**src/rtl/multicycle_ctrl_if.sv**
```systemverilog
// Control bundle between the multi-cycle MIPS controller and its datapath.
// The controller (master) consumes instruction fields and the ALU zero flag
// and drives every datapath enable and mux select.
interface multicycle_ctrl_if;
  logic [5:0] opcode;
  logic [5:0] funct;
  logic       zero;
  logic [2:0] alu_op;
  logic [1:0] alu_src_a;
  logic [1:0] alu_src_b;
  logic [1:0] ext_op;
  logic       pc_wr;
  logic [1:0] pc_src;
  logic       ir_wr;
  logic       reg_wr;
  logic [1:0] reg_dst;
  logic [1:0] mem_to_reg;
  logic       mem_wr;
  logic [2:0] state;
  logic       halted;

  modport master (
    input  opcode, funct, zero,
    output alu_op, alu_src_a, alu_src_b, ext_op, pc_wr, pc_src, ir_wr,
           reg_wr, reg_dst, mem_to_reg, mem_wr, state, halted
  );

  modport slave (
    output opcode, funct, zero,
    input  alu_op, alu_src_a, alu_src_b, ext_op, pc_wr, pc_src, ir_wr,
           reg_wr, reg_dst, mem_to_reg, mem_wr, state, halted
  );
endinterface

```
**src/rtl/multicycle_ctrl.sv**
```systemverilog
// Multi-cycle MIPS controller: sequences FETCH/DECODE/EXE/MEM/WB/BR/JMP and
// drives the shared datapath as a Moore function of (state, instruction class).
// Optional macro MCTRL_ILLEGAL_TRAP_EN: an illegal instruction parks the FSM
// in HALT (halted=1) until reset; without it an illegal instruction is a NOP.
module multicycle_ctrl #(
  parameter int unsigned FETCH_PC_INC = 4  // constant behind alu_src_b=2'b01
) (
  input  logic             clk,
  input  logic             reset,  // synchronous, active low
  multicycle_ctrl_if.master bus
);

  typedef enum logic [2:0] {
    S_FETCH = 3'd0, S_DECODE = 3'd1, S_EXE = 3'd2, S_MEM  = 3'd3,
    S_WB    = 3'd4, S_BR     = 3'd5, S_JMP = 3'd6, S_HALT = 3'd7
  } state_e;

  typedef enum logic [3:0] {
    C_NOP, C_ADDU, C_SUBU, C_JR, C_ORI, C_LW, C_SW,
    C_BEQ, C_LUI, C_J, C_JAL, C_ILL
  } cls_e;

  localparam logic [2:0] ALU_ADD = 3'b000;
  localparam logic [2:0] ALU_SUB = 3'b001;
  localparam logic [2:0] ALU_OR  = 3'b010;

  // The ALU constant input is wired to 4 in the datapath; refuse other values.
  if (FETCH_PC_INC != 4) begin : g_bad_pc_inc
    $error("multicycle_ctrl: FETCH_PC_INC must be 4");
  end

  state_e state_q, state_d;
  cls_e   cls_q, cls_d;
  cls_e   cls_dec;
  state_e out_state;

  // Classify the instruction currently held in IR.
  always_comb begin
    cls_dec = C_ILL;
    case (bus.opcode)
      6'b000000: begin
        case (bus.funct)
          6'b100001: cls_dec = C_ADDU;
          6'b100011: cls_dec = C_SUBU;
          6'b001000: cls_dec = C_JR;
          6'b000000: cls_dec = C_NOP;
          default:   cls_dec = C_ILL;
        endcase
      end
      6'b001101: cls_dec = C_ORI;
      6'b100011: cls_dec = C_LW;
      6'b101011: cls_dec = C_SW;
      6'b000100: cls_dec = C_BEQ;
      6'b001111: cls_dec = C_LUI;
      6'b000010: cls_dec = C_J;
      6'b000011: cls_dec = C_JAL;
      default:   cls_dec = C_ILL;
    endcase
  end

  // State and class registers with synchronous active-low reset.
  // NOTE: sequential state uses non-blocking assignments so every flop samples pre-edge values.
  always_ff @(posedge clk) begin
    if (!reset) begin
      state_q <= S_FETCH;
      cls_q   <= C_NOP;
    end else begin
      state_q <= state_d;
      cls_q   <= cls_d;
    end
  end

  // Next-state logic; the class is latched on leaving DECODE.
  // NOTE: every comb output gets a default first, otherwise a missed branch infers a latch.
  always_comb begin
    state_d = S_FETCH;
    cls_d   = cls_q;
    case (state_q)
      S_FETCH: state_d = S_DECODE;
      S_DECODE: begin
        cls_d = cls_dec;
        case (cls_dec)
          C_ADDU, C_SUBU, C_ORI, C_LUI, C_LW, C_SW: state_d = S_EXE;
          C_BEQ:              state_d = S_BR;
          C_J, C_JAL, C_JR:   state_d = S_JMP;
`ifdef MCTRL_ILLEGAL_TRAP_EN
          C_ILL:              state_d = S_HALT;
`endif
          default:            state_d = S_FETCH;
        endcase
      end
      S_EXE:   state_d = (cls_q == C_LW || cls_q == C_SW) ? S_MEM : S_WB;
      S_MEM:   state_d = (cls_q == C_LW) ? S_WB : S_FETCH;
`ifdef MCTRL_ILLEGAL_TRAP_EN
      S_HALT:  state_d = S_HALT;
`endif
      default: state_d = S_FETCH;
    endcase
  end

  // Moore outputs; reset shows FETCH selects with every write enable held off.
  always_comb begin
    bus.alu_op     = ALU_ADD;
    bus.alu_src_a  = 2'd0;
    bus.alu_src_b  = 2'd0;
    bus.ext_op     = 2'd0;
    bus.pc_wr      = 1'b0;
    bus.pc_src     = 2'd0;
    bus.ir_wr      = 1'b0;
    bus.reg_wr     = 1'b0;
    bus.reg_dst    = 2'd0;
    bus.mem_to_reg = 2'd0;
    bus.mem_wr     = 1'b0;
    bus.halted     = 1'b0;
    out_state      = reset ? state_q : S_FETCH;
    case (out_state)
      S_FETCH: begin
        bus.ir_wr     = 1'b1;
        bus.pc_wr     = 1'b1;
        bus.alu_src_b = 2'd1;
      end
      S_DECODE: begin
        bus.alu_src_b = 2'd3;
        bus.ext_op    = 2'd1;
      end
      S_EXE: begin
        case (cls_q)
          C_ADDU: bus.alu_src_a = 2'd1;
          C_SUBU: begin
            bus.alu_src_a = 2'd1;
            bus.alu_op    = ALU_SUB;
          end
          C_ORI: begin
            bus.alu_src_a = 2'd1;
            bus.alu_src_b = 2'd2;
            bus.alu_op    = ALU_OR;
          end
          C_LUI: begin
            bus.alu_src_a = 2'd2;
            bus.alu_src_b = 2'd2;
            bus.ext_op    = 2'd2;
            bus.alu_op    = ALU_OR;
          end
          C_LW, C_SW: begin
            bus.alu_src_a = 2'd1;
            bus.alu_src_b = 2'd2;
            bus.ext_op    = 2'd1;
          end
          default: ;
        endcase
      end
      S_MEM: bus.mem_wr = (cls_q == C_SW);
      S_WB: begin
        bus.reg_wr     = 1'b1;
        bus.reg_dst    = (cls_q == C_ADDU || cls_q == C_SUBU) ? 2'd1 : 2'd0;
        bus.mem_to_reg = (cls_q == C_LW) ? 2'd1 : 2'd0;
      end
      S_BR: begin
        bus.alu_src_a = 2'd1;
        bus.alu_op    = ALU_SUB;
        bus.pc_src    = 2'd1;
        bus.pc_wr     = bus.zero;
      end
      S_JMP: begin
        bus.pc_wr  = 1'b1;
        bus.pc_src = (cls_q == C_JR) ? 2'd3 : 2'd2;
        if (cls_q == C_JAL) begin
          bus.reg_wr     = 1'b1;
          bus.reg_dst    = 2'd2;
          bus.mem_to_reg = 2'd2;
        end
      end
`ifdef MCTRL_ILLEGAL_TRAP_EN
      S_HALT: bus.halted = 1'b1;
`endif
      default: ;
    endcase
    if (!reset) begin
      bus.pc_wr  = 1'b0;
      bus.ir_wr  = 1'b0;
      bus.reg_wr = 1'b0;
      bus.mem_wr = 1'b0;
    end
  end

  assign bus.state = state_q;

endmodule
```
**src/flat_wrapper.sv**
```systemverilog
// flat-port wrapper written by rule: the top's interface ports become plain ports
module multicycle_ctrl_flat 
#(
  parameter int unsigned FETCH_PC_INC = 4                                    
)
  (clk, reset, bus_opcode, bus_funct, bus_zero, bus_alu_op, bus_alu_src_a, bus_alu_src_b, bus_ext_op, bus_pc_wr, bus_pc_src, bus_ir_wr, bus_reg_wr, bus_reg_dst, bus_mem_to_reg, bus_mem_wr, bus_state, bus_halted);
  multicycle_ctrl_if bus_i ();
  input  logic clk;
  input  logic reset;
  input wire logic [$bits(bus_i.opcode)-1:0] bus_opcode;
  input wire logic [$bits(bus_i.funct)-1:0] bus_funct;
  input wire logic [$bits(bus_i.zero)-1:0] bus_zero;
  output wire logic [$bits(bus_i.alu_op)-1:0] bus_alu_op;
  output wire logic [$bits(bus_i.alu_src_a)-1:0] bus_alu_src_a;
  output wire logic [$bits(bus_i.alu_src_b)-1:0] bus_alu_src_b;
  output wire logic [$bits(bus_i.ext_op)-1:0] bus_ext_op;
  output wire logic [$bits(bus_i.pc_wr)-1:0] bus_pc_wr;
  output wire logic [$bits(bus_i.pc_src)-1:0] bus_pc_src;
  output wire logic [$bits(bus_i.ir_wr)-1:0] bus_ir_wr;
  output wire logic [$bits(bus_i.reg_wr)-1:0] bus_reg_wr;
  output wire logic [$bits(bus_i.reg_dst)-1:0] bus_reg_dst;
  output wire logic [$bits(bus_i.mem_to_reg)-1:0] bus_mem_to_reg;
  output wire logic [$bits(bus_i.mem_wr)-1:0] bus_mem_wr;
  output wire logic [$bits(bus_i.state)-1:0] bus_state;
  output wire logic [$bits(bus_i.halted)-1:0] bus_halted;
  assign bus_i.opcode = bus_opcode;
  assign bus_i.funct = bus_funct;
  assign bus_i.zero = bus_zero;
  assign bus_alu_op = bus_i.alu_op;
  assign bus_alu_src_a = bus_i.alu_src_a;
  assign bus_alu_src_b = bus_i.alu_src_b;
  assign bus_ext_op = bus_i.ext_op;
  assign bus_pc_wr = bus_i.pc_wr;
  assign bus_pc_src = bus_i.pc_src;
  assign bus_ir_wr = bus_i.ir_wr;
  assign bus_reg_wr = bus_i.reg_wr;
  assign bus_reg_dst = bus_i.reg_dst;
  assign bus_mem_to_reg = bus_i.mem_to_reg;
  assign bus_mem_wr = bus_i.mem_wr;
  assign bus_state = bus_i.state;
  assign bus_halted = bus_i.halted;
  multicycle_ctrl #(.FETCH_PC_INC(FETCH_PC_INC)) u_core (.clk(clk), .reset(reset), .bus(bus_i));
endmodule
```
**config.mk**
```make
export PLATFORM = sky130hd
export DESIGN_NAME = multicycle_ctrl_flat
export DESIGN_NICKNAME = d
export VERILOG_FILES = /design/src/rtl/multicycle_ctrl_if.sv /design/src/rtl/multicycle_ctrl.sv /design/src/flat_wrapper.sv
export SDC_FILE = /design/constraint.sdc
export NUM_CORES = 1
export LEC_CHECK = 0
export ABC_AREA = 1
export CORE_MARGIN = 8
export CORE_UTILIZATION = 47
export DETAILED_ROUTE_END_ITERATION = 6
export PLACE_DENSITY_LB_ADDON = 0.25
export SLEW_MARGIN = 20
export SYNTH_ARGS = -nofsm -noshare
export SYNTH_HDL_FRONTEND = slang
export SYNTH_SLANG_ARGS = --single-unit
```
**constraint.sdc**
```tcl
create_clock -name clk -period 4.5 [get_ports clk]
set_input_delay 1.125 -clock clk [delete_from_list [all_inputs] [get_ports clk]]
set_output_delay 1.125 -clock clk [all_outputs]
set_load 0.03 [all_outputs]
```
After elaboration in Yosys (flattened, before gate mapping):

Memories as Yosys holds them, arrays and structs flattened.
Cells that the tools add are included.

* shift operators: 0
* reductions and logical operators: 11
* equal/unequal tests: 27
* bitwise operators: 0
* add/subtract/negate cells: 0
* div/mod/pow operators: 0
* multiplexer cells: 30
* multiply operators: 0
* order comparisons: 0

Operators by type and width (number)
* 2-bit one-hot mux with 2 select lines: 8
* 4-bit one-hot mux with 8 select lines: 1
* 6-bit equality test (second input constant): 4
* 6-bit by 4-bit equality test with 1-bit output (second input constant): 3
* 4-bit one-hot mux with 4 select lines: 1
* 3-bit by 2-bit equality test with 1-bit output (second input constant): 4
* 4-bit by 3-bit equality test with 1-bit output (second input constant): 3
* 6-bit by 2-bit equality test with 1-bit output (second input constant): 2
* 6-bit logical NOT: 2
* 3-bit one-hot mux with 4 select lines: 1
* 1-bit two-way mux: 10
* 3-bit equality test (second input constant): 3
* 3-bit two-way mux: 3
* 4-bit by 2-bit equality test with 1-bit output (second input constant): 2
* 4-bit equality test (second input constant): 2
* 3-bit by 1-bit equality test with 1-bit output (second input constant): 2
* 6-bit by 3-bit equality test with 1-bit output (second input constant): 1
* 3-bit logical NOT: 2
* 2-bit one-hot mux with 3 select lines: 1
* 3-bit one-hot mux with 2 select lines: 1
* 2-bit OR reduction: 3
* 5-bit OR reduction: 1
* 4-bit by 1-bit equality test with 1-bit output (second input constant): 1
* 2-bit two-way mux: 2
* 3 further kinds: 5

* bits in read-only memories: 48
* bits of input ports: 15
* register bits: 7
* output and inout bits: 23
* bits in writable memories: 0
* bits in latches: 0
* logic and storage cells: 71
* memories: 1

Memories
* (name not given): depth 16, bits a word 3, rd ports 1, clocked after memory_dff 0, wr ports 0, line multicycle_ctrl.sv:82 `case (cls_dec)`

Logic depth before layout (Yosys ltp):

Gate-level depths: netlist of the first run.

* depth after elaboration: 5
* gate-level depth with buffers: 15
* depth with buffers taken out: 15

Worst setup path after synthesis of the first run:

OpenSTA, ideal clock, no wires.

* path kind: input port to output port
* from: input port reset
* to: output port bus_reg_dst[1]
* buffers on the path: 1
* data arrival time: 2817 ps
* slack: 558 ps
* required time: 3375 ps
* stages on the path: 5
* cells stage by stage: nand2_1 nor2_1 inv_1 nor3_1 buf_4

* cells in the longest elaborated chain, start to end: 3
* elaborated cells between the ends (all ways): 4
* those cells by class: eq/ne (2); mux (2)

RTL lines
* start, declared: line flat_wrapper.sv:9 `input logic reset;`
* 3-bit two-way mux *: line multicycle_ctrl.sv:115 `out_state = reset ? state_q : S_FETCH;`
* 3-bit equality test: line multicycle_ctrl.sv:116 `case (out_state)`
* 2-bit one-hot mux with 2 select lines *: line multicycle_ctrl.sv:116
* end, declared: line flat_wrapper.sv:21 `output wire logic [$bits(bus_i.reg_dst)-1:0] bus_reg_dst;`

Every way passes the cells marked *; elsewhere a longest branch is shown, timed or not.

Worst setup path in the final report of the first run:

* from: input port reset
* to: output port bus_alu_src_b[1]

* cells in the longest elaborated chain, start to end: 3
* elaborated cells between the ends (all ways): 5
* those cells by class: eq/ne (2); mux (2); reduce/logical (1)

RTL lines
* 3-bit two-way mux *: line multicycle_ctrl.sv:115
* 3-bit by 2-bit equality test with 1-bit output, or another cell as far along: line multicycle_ctrl.sv:116
* 2-bit one-hot mux with 3 select lines *: line multicycle_ctrl.sv:116
* end, declared: line flat_wrapper.sv:15 `output wire logic [$bits(bus_i.alu_src_b)-1:0] bus_alu_src_b;`

Marked as above.

==> results.cfg, run 1 <==
[setup_path]
cp_data_required_time_ps = 3380
ff2ff_setup_slack_ps = 2940
crit_type = in2out
critical_path_arrival_ps = 3160
crit_path_start_kind = primary input
reg2reg_from = u_core.bus.state[0]
rr_endpoint = u_core.cls_q[3]
path_max_fanout = 6
cp-end-kind = primary output
reg2regPathDepth = 5

[clock_network]
clk_pin_slew_ps = 50
cts_root_buf = clkbuf_4
postCtsSetupBuffers = 0
cts_tree = yes
cts_resized = 0
cts_htree_levels = 1
clock_latency_ps = 260
hold_buffers = 0
cts_made_buffers = 3
cts_buffer_depth = 2
clock-sinks = 7

[die]
die_h_microns = 61.6
dieArea_sq_mm = 0.00379
num_io_pins = 38
fp.dieW_microns = 61.6
start_util = 0.498
rows = 16
fp.coreArea_sq_mm = 0.00196

[final_layout]
area_growth_pct = 40.1
nNetsFinal = 234
mostFrequentLayoutCell = inv_1
diodes = 0
stdcell_count = 243
final_cell_mix = inv_1, clkdlybuf4s50_1, nor2_1
drive_gt1_frac = 0.111

[placed_design]
dp_cells = 239
hpwl_mm = 2.35
io_buffers = 35
gp_congestion = 0.846

[synth]
seq_area_frac_synth = 0.143
ys_types = 27
synth_cells = 179
ys_ff_latch = 7
syn_area_sq_um = 977
syn_avg_cell_area_sq_um = 5.46
synth_warnings = 0

[global_routing]
grt_pass1_vias = 1083
grt_usage = 0.146
grt_max_degree = 10
top_usage_layer = met2
use_met1 = 0.164
globalRouteMet3Util = 0.0355
use_met2 = 0.258
grt-ovfl-total = 0
antenna_found_initial = 0
grt_pass1_wl_mm = 4.27

[sta]
setup_viol = 0
max_freq_mhz = 233
fin_hold_ws_ps = 573
relSlewSlack = 0.565
hold_viol_final = 0
fin_crit_ps = 4290
rsz0062_at_grt = false
fin_setup_tns_ps = 0
max_slew.worst_pin.slew_ps = 648
fin_skew_ps = 6.38
drv_slew = 0
post-route-period-util = 0.952

[worst_hold_path]
hp-class = reg2reg
hold_start = u_core.cls_q[2]
whs_path_depth = 2
hold_path_end = u_core.cls_q[2]

[detailed_routing]
drc = 0
wl_per_cell_microns = 10.8
drtIter0Drc = 32
routed_via_density = 4.96
ant_nets = 0
drt_pass1_iterations = 4
wirelength_mm = 2.62
vias = 1206

[power]
p_per_area_mw_per_mm2 = 179
ir_drop_v = 0.000141
p_leak_nw = 0.649

[run_status]
status = completed

[run]
drv_cap = 0
[per-stage QoR]
| step | total power, W | instance area [sq um] | worst slack, ps | utilization |
|---|---|---|---|---|
| after global placement | 0.000184 | 1340 | 328 | 0.684 |
| after floorplan | 0.000146 | 981 | 558 | - |
| after global routing | 0.000263 | 1370 | 77.9 | 0.698 |
| after CTS | 0.000246 | 1370 | 215 | 0.698 |
| after detailed placement | 0.000187 | 1340 | 208 | 0.684 |
| final | 0.000245 | 1370 | 214 | 0.698 |
[critical path, cell delays in order]
cell	delay [ps]
clkdlybuf4s50_1	490
inv_1	120
nor2_1	110
inv_1	80
nor2_1	180
nand3_1	140
o21ai_0	190
clkdlybuf4s50_1	730
[flip-flops by register name (all words and copies together), names as in the netlist]
register and cells:
u_core.bus.state 3, u_core.cls_q 4
[how the worst max path moves through the flow]
stage / startpoint / to / slack, ps
after global routing: reset / bus_alu_src_b[1] / 80
after floorplan: reset / bus_reg_dst[1] / 560
final: reset / bus_alu_src_b[1] / 210
after CTS: reset / bus_alu_src_b[1] / 220
after detailed placement: reset / bus_alu_src_b[1] / 210
after global placement: reset / bus_alu_src_b[1] / 330
[final cells by class]
type	instances	area, sq um
clock buffer	4	26.3
timing repair buffer	36	358
inverter	44	165
fill	192	593
tap	27	33.8
sequential	7	140
multi-input combinational	125	646
[synthesized netlist by cell type]
library cell / instances / area [sq um]
a21oi_1: 5 / 25.0
or2_4: 1 / 8.76
o32ai_1: 1 / 8.76
nand2_2: 1 / 6.26
nor2_2: 3 / 18.8
inv_1: 39 / 146
nand3b_1: 1 / 7.51
o21ai_1: 1 / 5.00
ha_1: 2 / 25.0
a21oi_4: 2 / 32.5
nand3_2: 3 / 30.0
o31ai_1: 1 / 7.51
o21ai_0: 10 / 50.1
nand2_1: 30 / 113
a21oi_2: 1 / 8.76
dfxtp_1: 7 / 140
buf_4: 4 / 30.0
or2_2: 1 / 6.26
nand4_1: 2 / 12.5
nor3_1: 4 / 20.0
inv_2: 5 / 18.8
o22ai_1: 2 / 12.5
conb_1: 1 / 3.75
o211ai_1: 1 / 7.51
nor2_1: 33 / 124
nor2_4: 3 / 33.8
nand3_1: 15 / 75.1
[power by group]
group	internal [W]	total, W	switching, W
registers	0.0000685	0.0000749	0.00000647
clock network	0.0000339	0.0000582	0.0000243
logic	0.0000429	0.000112	0.0000689
[metal layers]
metal	share of wire	vias up
li1	-	628
met1	0.44	540
met2	0.48	33
met3	0.070	5
met4	0.011	0
met5	0	-
[kinds of logic (layout without fill, tap and decap cells)]
| kind of cell | count (synthesis) | after routing | share of synthesized area |
|---|---|---|---|
| AOI/OAI and AO/OA | 24 | 24 | 0.161 |
| DFF | 7 | 7 | 0.143 |
| and+or+nand+nor | 97 | 97 | 0.466 |
| buffers and inverters | 48 | 84 | 0.200 |
| other | 1 | 2 | 0.00384 |
| adders and majority gates | 2 | 2 | 0.0256 |
Note: power is estimated with default switching activity, not from simulation.
==> inputs of run 2 (changes only) <==
--- a/config.mk
+++ b/config.mk
@@ -8,8 +8,10 @@
 export ABC_AREA = 1
 export CORE_MARGIN = 8
 export CORE_UTILIZATION = 47
+export CTS_CLUSTER_DIAMETER = 200
 export DETAILED_ROUTE_END_ITERATION = 6
 export PLACE_DENSITY_LB_ADDON = 0.25
+export SKIP_LAST_GASP = 1
 export SLEW_MARGIN = 20
 export SYNTH_ARGS = -nofsm -noshare
 export SYNTH_HDL_FRONTEND = slang
==> results of run 2 <==
The final DEF is identical to that of run 1; final timing and power are the same.
==> inputs of run 3 (changes only) <==
--- a/config.mk
+++ b/config.mk
@@ -7,7 +7,7 @@
 export LEC_CHECK = 0
 export ABC_AREA = 1
 export CORE_MARGIN = 8
-export CORE_UTILIZATION = 47
+export CORE_UTILIZATION = 44
 export CTS_CLUSTER_DIAMETER = 200
 export DETAILED_ROUTE_END_ITERATION = 6
 export PLACE_DENSITY_LB_ADDON = 0.25
==> run 3 against run 2 <==
Combinational power about the same. Sequential share of layout area about the same. Non-clock buffer count unchanged. Via count decreased by 0.75%. Sequential power about the same. Global-route usage decreased by 0.88 points. Count of clock-buffer cells in the layout unchanged. Total power decreased by 0.85%. Register-to-register slack improved by 30 ps.
==> results.cfg, run 3 (same netlist as run 1, synthesis figures left out) <==
[detailed_routing]
wl_per_cell_microns = 10.9
ant_nets = 0
drtIter0Drc = 22
drc = 0
routed_via_density = 4.91
wirelength_mm = 2.66
drt_pass1_iterations = 4
vias = 1197

[power]
clockPowerShare = 0.236
p_int_w = 0.000145
ir_drop_v = 0.000103
p_per_area_mw_per_mm2 = 177
p_sw_w = 0.0000978
p_leak_nw = 0.664
pwr-share-seq = 0.308
p_sw_frac = 0.403
p_total_w = 0.000243
power_frac_comb = 0.456

[setup_path]
critical_path.top_delay_family = buffers and inverters
reg2reg_from = u_core.bus.state[0]
crit_path_start_kind = primary input
cp.buffers_inverters = 4
reg2regPathDepth = 6
cp-end-kind = primary output
critPathMostFrequentCell = nor2_1
ff2ff_setup_slack_ps = 2970
path_cells = clkdlybuf4s50_1 > inv_1 > nor2_1 > inv_1 > nor2_1 > nand3_1 > nor2_1 > clkdlybuf4s50_1
cp_data_required_time_ps = 3380
critical_path_arrival_ps = 3160
rr_endpoint = u_core.bus.state[1]
cpPeakStageDelay_ps = 700
crit_slowest_cell = clkdlybuf4s50_1
path_max_fanout = 7
crit_type = in2out

[sta]
drv_slew = 0
relSlewSlack = 0.617
max_freq_mhz = 234
post-route-period-util = 0.951
rsz0062_at_grt = false
setup_viol = 0
fin_crit_ps = 4280
fin_setup_tns_ps = 0
fin_skew_ps = 4.03
max_slew.worst_pin.slew_ps = 570
fin_hold_ws_ps = 573
hold_viol_final = 0

[die]
start_util = 0.455
num_io_pins = 38
fp.coreArea_sq_mm = 0.00215
rows = 17
fp.dieW_microns = 63.1
dieArea_sq_mm = 0.00398
die_h_microns = 63.1

[final_layout]
mostFrequentLayoutCell = inv_1
drive_gt1_frac = 0.111
top_register = u_core.cls_q
diodes = 0
nNetsFinal = 234
largest_reg_flops = 4
final_cell_mix = inv_1, clkdlybuf4s50_1, nor2_1
area_growth_pct = 40.5
final_area_sq_mm = 0.00137

[global_routing]
grt_usage = 0.137
antenna_found_initial = 0
grt-ovfl-total = 0
grt_max_degree = 10
grt_pass1_vias = 1150
grt_pass1_wl_mm = 4.69

[worst_hold_path]
hp-class = reg2reg
hold_path_end = u_core.cls_q[2]
hold_start = u_core.cls_q[2]
whs_path_depth = 2

[placed_design]
dpl-instance-area_sq_mm = 0.00134
io_buffers = 35
gp_congestion = 0.878
hpwl_mm = 2.30

[clock_network]
clk_pin_slew_ps = 50
clock_latency_ps = 250
cts_made_buffers = 3
cts_htree_levels = 1
cts_buffer_depth = 2
cts_tree = yes
cts_root_buf = clkbuf_4
clock-sinks = 7

[run_status]
status = completed

[run]
drv_cap = 0
-- run 3: changes by cell type in the layout (fill, tap and decap cells not counted), sizes merged --
cell / change
clkdlybuf4s50: -1
dlymetal6s2s: +1
-- run 3: per-layer routing --
layer | vias to the layer above | track usage | share of wire
met5 | - | 0 | 0
met3 | 2 | 0.0336 | 0.089
met2 | 44 | 0.255 | 0.52
met4 | 0 | 0.0684 | 0.0094
li1 | 622 | - | -
met1 | 529 | 0.137 | 0.38
-- run 3: final cells by class --
| cell class | count | area [sq um] |
|---|---|---|
| multi-input combinational | 125 | 646 |
| timing repair buffer | 36 | 360 |
| fill | 207 | 776 |
| tap | 28 | 35.0 |
| clock buffer | 4 | 26.3 |
| inverter | 44 | 165 |
| sequential | 7 | 140 |
-- run 3: how the worst max path moves through the flow --
stage	depth (start not counted)	slack, ps	endpoint	from
6_report	8	220	bus_alu_src_a[1]	reset
4_1_cts	8	150	bus_alu_src_b[1]	reset
3_3_place_gp	8	260	bus_alu_src_b[1]	reset
2_1_floorplan	5	560	bus_reg_dst[1]	reset
3_5_place_dp	8	150	bus_alu_src_b[1]	reset
5_1_grt	8	40	bus_alu_src_a[1]	reset
-- run 3: timing repair --
action | CTS | global route
endpoints found under the setup margin | 0 | 1
gates resized for setup | 0 | 1
hold buffers | 0 | 0
setup buffers | 0 | 0
hold endpoints to repair | 0 | 0
-- run 3: power by group through the flow --
stage | Sequential, W | Clock (W) | Combinational (W)
floorplan | 0.0000784 | 0 | 0.0000680
global placement | 0.0000757 | 0 | 0.000109
detailed placement | 0.0000760 | 0 | 0.000110
CTS | 0.0000748 | 0.0000602 | 0.000111
global route | 0.0000759 | 0.0000617 | 0.000124
finish | 0.0000747 | 0.0000573 | 0.000111
-- run 3: through the flow --
stage / std cells / setup slack, ps / utilization
final: 244 / 219 / 0.639
after global routing: 244 / 40.8 / 0.639
after CTS: 244 / 150 / 0.638
after detailed placement: 240 / 148 / 0.626
after global placement: 240 / 262 / 0.626
after floorplan: 180 / 558 / -
-- run 3: tightest hold or removal path: cells and delay by family, from the launching register on --
kind | cells | cell delay (ps)
AO/OA/AOI/OAI | 1 | 110
flip-flops | 1 | 380
buffers and inverters | 1 | 60
